`config.mk`:
```
export PLATFORM = sky130hd
export DESIGN_NAME = max_pool_2x2
export DESIGN_NICKNAME = d
export VERILOG_FILES = /design/src/rtl/cnn_pool_pkg.sv /design/src/rtl/pool_line_buffer.sv /design/src/rtl/max_pool_2x2.sv
export SDC_FILE = /design/constraint.sdc
export NUM_CORES = 1
export LEC_CHECK = 0
export CAP_MARGIN = 10
export CORE_MARGIN = 1
export CORE_UTILIZATION = 65
export CTS_BUF_LIST = sky130_fd_sc_hd__clkbuf_8
export CTS_CLUSTER_SIZE = 28
export DETAILED_ROUTE_END_ITERATION = 16
export GPL_TIMING_DRIVEN = 0
export PLACE_DENSITY = 0.86
export SLEW_MARGIN = 20
export SYNTH_ARGS = -nofsm -noshare
export SYNTH_HDL_FRONTEND = slang
export SYNTH_SLANG_ARGS = --single-unit
```
`constraint.sdc`:
```
create_clock -name clk -period 6.2 [get_ports clk]
set_input_delay 0.93 -clock clk [delete_from_list [all_inputs] [get_ports clk]]
set_output_delay 0.93 -clock clk [all_outputs]
set_load 0.005 [all_outputs]
```
`src/rtl/cnn_pool_pkg.sv`:
```
// Shared types and helpers for the CNN pooling stages.
package cnn_pool_pkg;

  localparam int unsigned DATA_WIDTH = 8;
  localparam int unsigned WIDE_WIDTH = 32;

  typedef logic signed [DATA_WIDTH-1:0] pixel_t;
  typedef logic signed [WIDE_WIDTH-1:0] wide_t;

  typedef enum logic {
    POOL_MAX = 1'b0,
    POOL_AVG = 1'b1
  } pool_mode_e;

  // Callers sign-extend narrower operands into wide_t before comparing.
  function automatic wide_t smax(input wide_t a, input wide_t b);
    return (a > b) ? a : b;
  endfunction

endpackage

```
`src/rtl/pool_line_buffer.sv`:
```
// Single-port register array holding one row of horizontal partial results.
module pool_line_buffer #(
  parameter int unsigned WIDTH = 8,
  parameter int unsigned DEPTH = 14,
  parameter int unsigned AW    = 4
) (
  input  logic             clk_i,
  input  logic             we_i,
  input  logic [AW-1:0]    addr_i,
  input  logic [WIDTH-1:0] wdata_i,
  output logic [WIDTH-1:0] rdata_o
);

  logic [WIDTH-1:0] mem_q [DEPTH];

  // No reset: every entry is written on an even row before it is read.
  always_ff @(posedge clk_i) begin
    if (we_i) begin
      mem_q[addr_i] <= wdata_i;
    end
  end

  assign rdata_o = mem_q[addr_i];

endmodule

```
`src/rtl/max_pool_2x2.sv`:
```
// Streaming 2x2 stride-2 pooling of one raster-order channel.
// Define POOL_AVG_EN to add the pool_mode input and the average path.
module max_pool_2x2 #(
  parameter int unsigned DATA_WIDTH = 8,
  parameter int unsigned IMG_WIDTH  = 28,
  parameter int unsigned IMG_HEIGHT = 28
) (
  input  logic                  clk,
  input  logic                  rst,
  input  logic                  clr,
  input  logic                  in_valid,
  input  logic [DATA_WIDTH-1:0] in_data,
`ifdef POOL_AVG_EN
  input  logic                  pool_mode,
`endif
  output logic                  out_valid,
  output logic [DATA_WIDTH-1:0] out_data,
  output logic                  frame_done
);
  import cnn_pool_pkg::*;

  localparam int unsigned CW    = $clog2(IMG_WIDTH);
  localparam int unsigned RW    = $clog2(IMG_HEIGHT);
  localparam int unsigned DEPTH = IMG_WIDTH / 2;
  localparam int unsigned AW    = (DEPTH > 1) ? $clog2(DEPTH) : 1;
`ifdef POOL_AVG_EN
  localparam int unsigned SW    = DATA_WIDTH + 2;
`else
  localparam int unsigned SW    = DATA_WIDTH;
`endif

  if ((IMG_WIDTH % 2) != 0 || IMG_WIDTH < 2) begin : g_bad_width
    $error("max_pool_2x2: IMG_WIDTH must be even and >= 2");
  end
  if ((IMG_HEIGHT % 2) != 0 || IMG_HEIGHT < 2) begin : g_bad_height
    $error("max_pool_2x2: IMG_HEIGHT must be even and >= 2");
  end

  function automatic logic signed [SW-1:0] pick_max(input logic signed [SW-1:0] a,
                                                     input logic signed [SW-1:0] b);
    wide_t m;
    m = smax(wide_t'(a), wide_t'(b));
    return m[SW-1:0];
  endfunction

  logic [CW-1:0]         col_q, col_d;
  logic [RW-1:0]         row_q, row_d;
  logic signed [SW-1:0]  pair_q, pair_d;
  logic [DATA_WIDTH-1:0] out_data_q, out_data_d;
  logic                  out_valid_q, out_valid_d;
  logic                  frame_done_q, frame_done_d;

  logic                  col_last, row_last, lb_we, avg_sel;
  logic [AW-1:0]         lb_addr;
  logic signed [SW-1:0]  in_ext, lb_rdata, hcomb, vcomb, vres;

  assign col_last = (col_q == CW'(IMG_WIDTH - 1));
  assign row_last = (row_q == RW'(IMG_HEIGHT - 1));
  assign lb_addr  = AW'(col_q >> 1);
  assign in_ext   = SW'($signed(in_data));

`ifdef POOL_AVG_EN
  logic mode_q, mode_d;

  // Mode is latched on the first pixel of a frame and used by every later window.
  always_comb begin
    mode_d = mode_q;
    if (in_valid && !clr && col_q == '0 && row_q == '0) begin
      mode_d = pool_mode;
    end
  end

  always_ff @(posedge clk or posedge rst) begin
    if (rst) begin
      mode_q <= 1'b0;
    end else begin
      mode_q <= mode_d;
    end
  end

  assign avg_sel = (mode_q == POOL_AVG);
`else
  assign avg_sel = 1'b0;
`endif

  assign hcomb = avg_sel ? (pair_q + in_ext) : pick_max(pair_q, in_ext);
  assign vcomb = avg_sel ? (lb_rdata + hcomb) : pick_max(lb_rdata, hcomb);
  assign vres  = avg_sel ? (vcomb >>> 2) : vcomb;

  pool_line_buffer #(
    .WIDTH (SW),
    .DEPTH (DEPTH),
    .AW    (AW)
  ) u_line_buf (
    .clk_i   (clk),
    .we_i    (lb_we),
    .addr_i  (lb_addr),
    .wdata_i (hcomb),
    .rdata_o (lb_rdata)
  );

  always_comb begin
    col_d        = col_q;
    row_d        = row_q;
    pair_d       = pair_q;
    out_data_d   = out_data_q;
    out_valid_d  = 1'b0;
    frame_done_d = 1'b0;
    lb_we        = 1'b0;
    if (clr) begin
      col_d  = '0;
      row_d  = '0;
      pair_d = '0;
    end else if (in_valid) begin
      if (!col_q[0]) begin
        pair_d = in_ext;
      end else if (!row_q[0]) begin
        lb_we = 1'b1;
      end else begin
        out_valid_d  = 1'b1;
        out_data_d   = vres[DATA_WIDTH-1:0];
        frame_done_d = col_last && row_last;
      end
      if (col_last) begin
        col_d = '0;
        row_d = row_last ? '0 : row_q + 1'b1;
      end else begin
        col_d = col_q + 1'b1;
      end
    end
  end

  always_ff @(posedge clk or posedge rst) begin
    if (rst) begin
      col_q        <= '0;
      row_q        <= '0;
      pair_q       <= '0;
      out_data_q   <= '0;
      out_valid_q  <= 1'b0;
      frame_done_q <= 1'b0;
    end else begin
      col_q        <= col_d;
      row_q        <= row_d;
      pair_q       <= pair_d;
      out_data_q   <= out_data_d;
      out_valid_q  <= out_valid_d;
      frame_done_q <= frame_done_d;
    end
  end

  assign out_valid  = out_valid_q;
  assign out_data   = out_data_q;
  assign frame_done = frame_done_q;

endmodule

```
==> impl_metrics.env, run 1 <==
export IMPL_grt_setup_unrepaired="no"
export IMPL_synth_edff_count=112
export IMPL_synth_top_area_share_pct=53.5
export IMPL_fp_row_count=35
export IMPL_hold_path_class="reg2reg"
export IMPL_clk_pin_slew_ns=0.08
export IMPL_worstPathRequired_ns=6.51
export IMPL_via_count=3891
export IMPL_timing_final_ws_setup_ns=1.58
export IMPL_cap_violations=0
export IMPL_die_height_um=100
export IMPL_yosys_top_cells_area="edfxtp_1, dfrtp_1, mux2i_1"
export IMPL_max_slew_margin_pct=46.6
export IMPL_ir_drop_mv=0.192
export IMPL_synth_area_sq_mm=0.00628
export IMPL_postSynthCellCount=454
export IMPL_worstPathArrival_ns=4.93
export IMPL_grt_pass1_vias=3887
export IMPL_leakage_uw=0.00250
export IMPL_combPwrFrac_pct=11.0
export IMPL_ctsResizeCount=0
export IMPL_first_pass_iters=6
export IMPL_fmax_mhz=216
export IMPL_tightestPinTransition_ns=0.798
export IMPL_drt_total_wl_mm=12.7
export IMPL_clock_sinks=140
export IMPL_cts_post_setup_buffers_inserted=0
export IMPL_path_cells="clkdlybuf4s50_1 -> inv_1 -> ha_1 -> nand4_1 -> o32ai_1 -> a31oi_1 -> a21oi_4 -> mux2_4 -> ha_1 -> nand3b_1 -> a21oi_1 -> a2111oi_2 -> a211oi_2 -> nand2b_1 -> o211ai_2"
export IMPL_cts_root_buf="clkbuf_8"
export IMPL_drt_iter0_drc=282
export IMPL_ant_nets=0
export IMPL_synth_top_area_cell="edfxtp_1"
export IMPL_slowest_stage="a211oi_2"
export IMPL_min_period_over_period_pct=74.6
export IMPL_globalplace_congestion=0.848
export IMPL_p_seq_share_pct=54.1
export IMPL_clock_latency_ns=0.45
export IMPL_dieArea_sq_mm=0.0101
export IMPL_intPower_uw=1470
export IMPL_min_from="out_data[1]"
export IMPL_status="finished, final reports clean"
export IMPL_power_density_mw_per_mm2=282
export IMPL_startpoint_type="input pin"
export IMPL_cts_tree="done"
export IMPL_start_util_pct=67.7
export IMPL_cts_max_level=4
export IMPL_report_final_slew_viol_count=0
export IMPL_holdBufCountCts=0
export IMPL_post_place_ws_ns=1.23
export IMPL_crit_start="in_data[5]"
export IMPL_drive_above_1_share_pct=15.2
export IMPL_numCtsBuffers=17
export IMPL_worstPathMaxFanout=16
export IMPL_grt_overflow_total=0
export IMPL_drc=0
export IMPL_async_flop_share_pct=20.0
export IMPL_p_clk_share_pct=34.9
export IMPL_r2r_start="pair_q[7]"
export IMPL_ys_ff_latch=140
export IMPL_slowest_delay_ns=0.54
export IMPL_fin_setup_tns_ns=0
export IMPL_cts_buffer_depth=2
export IMPL_ys_seq_area_share_pct=64.7
export IMPL_path_common_cell="ha_1"
export IMPL_synthDistinctLibCells=53
export IMPL_setup_violations_final=0
export IMPL_antenna_found_initial=0
export IMPL_coreArea_sq_mm=0.00928
export IMPL_final_nets=523
export IMPL_p_sw_uw=512
export IMPL_path_class="in2reg"
export IMPL_track_usage_pct=27.9
export IMPL_ys_warn_count=0
export IMPL_syn_to_final_growth_pct=12.0
export IMPL_avgSynthCellArea_sq_um=13.8
export IMPL_yosys_most_used_dff="edfxtp_1"
export IMPL_grt_start_max_net_pins=29
export IMPL_dp_hpwl_mm=8.58
export IMPL_wl_per_cell_um=20.1
export IMPL_die_w_um=100
export IMPL_num_io_pins=22
export IMPL_fin_skew_ns=0.0122
export IMPL_syn_nets=484
export IMPL_swShare_pct=25.8
export IMPL_io_buffers=20
export IMPL_hold_viol=0
export IMPL_fin_crit_ns=4.62
export IMPL_viasPerCell=6.13
export IMPL_diodes=0
export IMPL_grt_pass1_wl_mm=20.2
export IMPL_worstSetupEndpointType="register"
final timing paths:
check                              endpoint  slack, ns  depth (start not counted)
worst max register to register  out_data[3]       2.23                         13
worst min register to register  out_data[1]       0.50                          2
max in group asynchronous        frame_done       4.92                          2
worst max-delay path            out_data[3]       1.58                         15
worst min-delay path            out_data[1]       0.50                          2
min in group asynchronous         pair_q[7]       0.88                          2
worst max-delay path: cells and delay by family:
family | cells | cell delay [ns]
compound gates | 7 | 1.67
fa+ha+maj | 2 | 0.52
buf+inv | 2 | 0.59
mux | 1 | 0.45
simple gates | 3 | 0.74
state kept, by name (all words and copies together) (netlist names):
signal            flops
u_line_buf.mem_q    112
out_data              8
pair_q                8
col_q                 5
row_q                 5
frame_done            1
out_valid             1
synth_stat cells (2+ instances only):
library cell / instances
mux2i_1: 57
nand3_1: 12
clkbuf_2: 2
o21ai_0: 8
o211ai_2: 7
buf_6: 4
nor3b_1: 4
buf_4: 5
inv_1: 19
o22ai_1: 16
nor3_1: 6
nor2b_1: 2
dfrtp_1: 28
a21oi_1: 17
nor2_1: 27
nand3b_1: 4
buf_2: 3
nand2_1: 42
o2bb2ai_1: 8
ha_1: 18
nand2_2: 2
or2_1: 3
xor2_1: 2
a21o_1: 3
edfxtp_1: 112
clkbuf_1: 5
or4_4: 7
nand4_1: 3
nand2b_1: 4
cell type report:
type                    instances  area, sq um
plain buffers                  20          130
clock buffers                  17          234
clock inverters                15          138
fillers                       590         2250
inverters                      20         75.1
multi-input cells             274         2030
flip-flops and latches        140         4060
well taps                     129          161
repair buffers                 20          200
power groups by stage:
stage	registers [uW]	clock network, uW	logic, uW
2_1_floorplan	1090	0	126
3_3_place_gp	1090	0	205
3_5_place_dp	1090	0	214
4_1_cts	1070	699	217
5_1_grt	1070	734	237
6_report	1070	693	218
stage by stage:
step	area, sq um	power (uW)	cells	utilization [%]	hold slack (ns)
after floorplan	6280	1220	454	-	0.483
after global placement	6640	1300	603	71.6	0.473
after detailed placement	6650	1310	603	71.6	0.475
after CTS	7020	1990	635	75.6	0.499
after global routing	7040	2050	635	75.8	0.518
final	7040	1980	635	75.8	0.496
placed cells by master, fill, tap and decap left out, drive strengths merged, types with 2 or more instances in the layout:
| cell | Yosys | layout |
|---|---|---|
| ha | 18 | 18 |
| nor4 | 2 | 2 |
| o211ai | 7 | 7 |
| or2 | 3 | 3 |
| a21o | 3 | 3 |
| clkbuf | 7 | 24 |
| nor2 | 28 | 28 |
| nand2b | 5 | 5 |
| xor2 | 2 | 2 |
| o2bb2ai | 8 | 8 |
| clkdlybuf4s50 | 0 | 20 |
| or4 | 7 | 7 |
| nor3b | 4 | 4 |
| nand4 | 3 | 3 |
| o22ai | 17 | 17 |
| nand3 | 12 | 12 |
| o21ai | 9 | 9 |
| nand3b | 5 | 5 |
| inv | 19 | 25 |
| buf | 13 | 13 |
| clkinvlp | 0 | 4 |
| dfrtp | 28 | 28 |
| nand2 | 44 | 44 |
| edfxtp | 112 | 112 |
| clkinv | 1 | 5 |
| mux2i | 57 | 57 |
| nor2b | 2 | 2 |
| a21oi | 18 | 18 |
| nor3 | 7 | 7 |
per-layer routing:
metal  share of wire (%)  wire length (um)  GRT usage [%]
met5                   0                 0              0
met4                 2.3               297           12.0
met3                 6.6               839           6.20
met2                  48              6170           44.6
met1                  43              5430           37.4
logic make-up (layout without fill, tap and decap cells):
| family | after synthesis | in the layout | share of synthesized area, % |
|---|---|---|---|
| mux | 58 | 58 | 9.32 |
| flops | 140 | 140 | 64.7 |
| xor+xnor | 3 | 3 | 0.418 |
| fa+ha+maj | 18 | 18 | 3.59 |
| compound gates | 69 | 69 | 8.11 |
| simple gates | 126 | 126 | 10.6 |
| buf+inv | 40 | 92 | 3.27 |
Power figures use the tool's default switching activity.
==> run 2, diff against run 1 <==
- CORE_UTILIZATION: 65 -> 57
- PLACE_DENSITY: 0.86 -> 0.8
- clock period: 6.2 -> 3.9 ns (I/O delays scaled with it)
==> run 2 against run 1 <==
  * Via count up 0.36%
  * First-iteration DRC count grew 13%
  * Sequential power is 60% higher
  * Die area up 14%
  * Critical path depth increased by 1
  * Critical path type unchanged
  * Highest routed layer unchanged
==> impl_metrics.env, run 2 (synthesized netlist as in run 1, its figures left out) <==
export IMPL_setup_violations_final=0
export IMPL_worstPathArrival_ns=4.11
export IMPL_power_density_mw_per_mm2=473
export IMPL_regMostFlops="u_line_buf.mem_q"
export IMPL_fin_setup_tns_ns=0
export IMPL_fmax_mhz=263
export IMPL_io_buffers=20
export IMPL_hold_path_class="in2reg"
export IMPL_ir_drop_mv=0.440
export IMPL_whs_ns=0.480
export IMPL_drc=0
export IMPL_power_uw=3460
export IMPL_grt_overflow_total=0
export IMPL_cts_max_level=4
export IMPL_tightestPinTransition_ns=0.823
export IMPL_die_height_um=107
export IMPL_stdcell_area_sq_mm=0.00732
export IMPL_globalplace_congestion=0.874
export IMPL_post_place_ws_ns=-0.739
export IMPL_cts_root_buf="clkbuf_8"
export IMPL_drt_iter0_drc=319
export IMPL_mostFrequentLayoutCells="edfxtp_1, mux2i_1, nand2_1, dfrtp_1, nor2_1"
export IMPL_worstSetupEndpointType="register"
export IMPL_antenna_found_initial=0
export IMPL_first_pass_iters=5
export IMPL_numCtsBuffers=17
export IMPL_clk_pin_slew_ns=0.08
export IMPL_min_period_over_period_pct=97.7
export IMPL_track_usage_pct=26.1
export IMPL_cts_tree="done"
export IMPL_grt_start_max_net_pins=29
export IMPL_drive_above_1_share_pct=17.6
export IMPL_final_nets=529
export IMPL_cts_buffer_depth=2
export IMPL_drt_total_wl_mm=13.7
export IMPL_startpoint_type="input pin"
export IMPL_dieArea_sq_mm=0.0114
export IMPL_coreArea_sq_mm=0.0105
export IMPL_placed_cell_area_sq_mm=0.00667
export IMPL_clock_latency_ns=0.43
export IMPL_start_util_pct=59.8
export IMPL_leakage_uw=0.00261
export IMPL_fin_skew_ns=0.0145
export IMPL_fp_row_count=37
export IMPL_wl_per_cell_um=21.2
export IMPL_timing_final_ws_setup_ns=0.0916
export IMPL_report_final_slew_viol_count=0
export IMPL_syn_to_final_growth_pct=16.5
export IMPL_clock_sinks=140
export IMPL_viasPerCell=6.04
export IMPL_largest_register_ffs=112
export IMPL_worstPathMaxFanout=7
export IMPL_dp_hpwl_mm=8.86
export IMPL_diodes=0
export IMPL_grt_pass1_wl_mm=21.2
export IMPL_ant_nets=0
export IMPL_grt_pass1_vias=3935
export IMPL_die_w_um=107
export IMPL_max_slew_margin_pct=44.9
export IMPL_cap_violations=0
export IMPL_layout_commonest_cell="edfxtp_1"
export IMPL_status="finished, final reports clean"
export IMPL_fin_crit_ns=3.81
export IMPL_hold_viol=0
export IMPL_num_io_pins=22
export IMPL_path_class="in2reg"
export IMPL_via_count=3905
export IMPL_worstPathRequired_ns=4.20
[run 2: final timing paths]
check / cells past startpoint / slack, ns / endpoint / startpoint
setup / recovery: 16 / 0.09 / out_data[7] / in_data[6]
hold / removal: 3 / 0.48 / pair_q[3] / in_data[3]
setup reg to reg: 14 / 0.38 / out_data[7] / pair_q[5]
hold reg to reg: 2 / 0.50 / out_data[1] / out_data[1]
max in group asynchronous: 2 / 2.97 / out_data[7] / rst
min in group asynchronous: 2 / 0.54 / pair_q[4] / rst
[run 2: worst max-delay path, cell delays in order]
cell	delay (ns)
clkdlybuf4s50_1	0.51
inv_1	0.06
ha_1	0.29
nand4_1	0.14
o32ai_2	0.28
a31oi_1	0.10
a21oi_4	0.22
buf_12	0.19
mux2_4	0.35
ha_1	0.18
nand3b_1	0.16
a21oi_2	0.20
a2111oi_4	0.08
a211oi_4	0.36
nand2b_4	0.28
o211ai_2	0.11
[run 2: where the power goes]
group          internal, uW  leakage, uW  switching (uW)  total [uW]
registers              1680      0.00140            28.6        1710
logic                   183     0.000996             221         405
clock network           813     0.000219             533        1350
total                  2680      0.00261             783        3460
[run 2: layout make-up]
class,count,area (sq um)
well taps,136,170
plain buffers,20,130
inverters,20,75.1
flip-flops and latches,140,4060
clock inverters,13,224
fillers,681,3190
multi-input cells,274,2150
repair buffers,26,268
clock buffers,17,234
[run 2: what timing repair did]
action / 4_1_cts / 5_1_grt
pin swaps: 0 / 3
hold buffers: 0 / 0
buffers inserted: 1 / 5
setup endpoints to repair: 8 / 8
gates resized for setup: 6 / 16
gates cloned: 0 / 0
[run 2: layer usage]
| metal | track usage [%] | part of all wire [%] | vias up |
|---|---|---|---|
| li1 | - | - | 1791 |
| met1 | 34.4 | 42 | 1926 |
| met5 | 0 | 0 | - |
| met4 | 11.6 | 2.7 | 0 |
| met2 | 41.5 | 50 | 155 |
| met3 | 5.96 | 5.9 | 33 |
[run 2: per-stage QoR]
stage                     cells  utilization, %
final                       646            69.6
after global routing        646            69.6
after CTS                   641            68.2
after detailed placement    610            63.4
after global placement      610            63.3
after floorplan             454               -
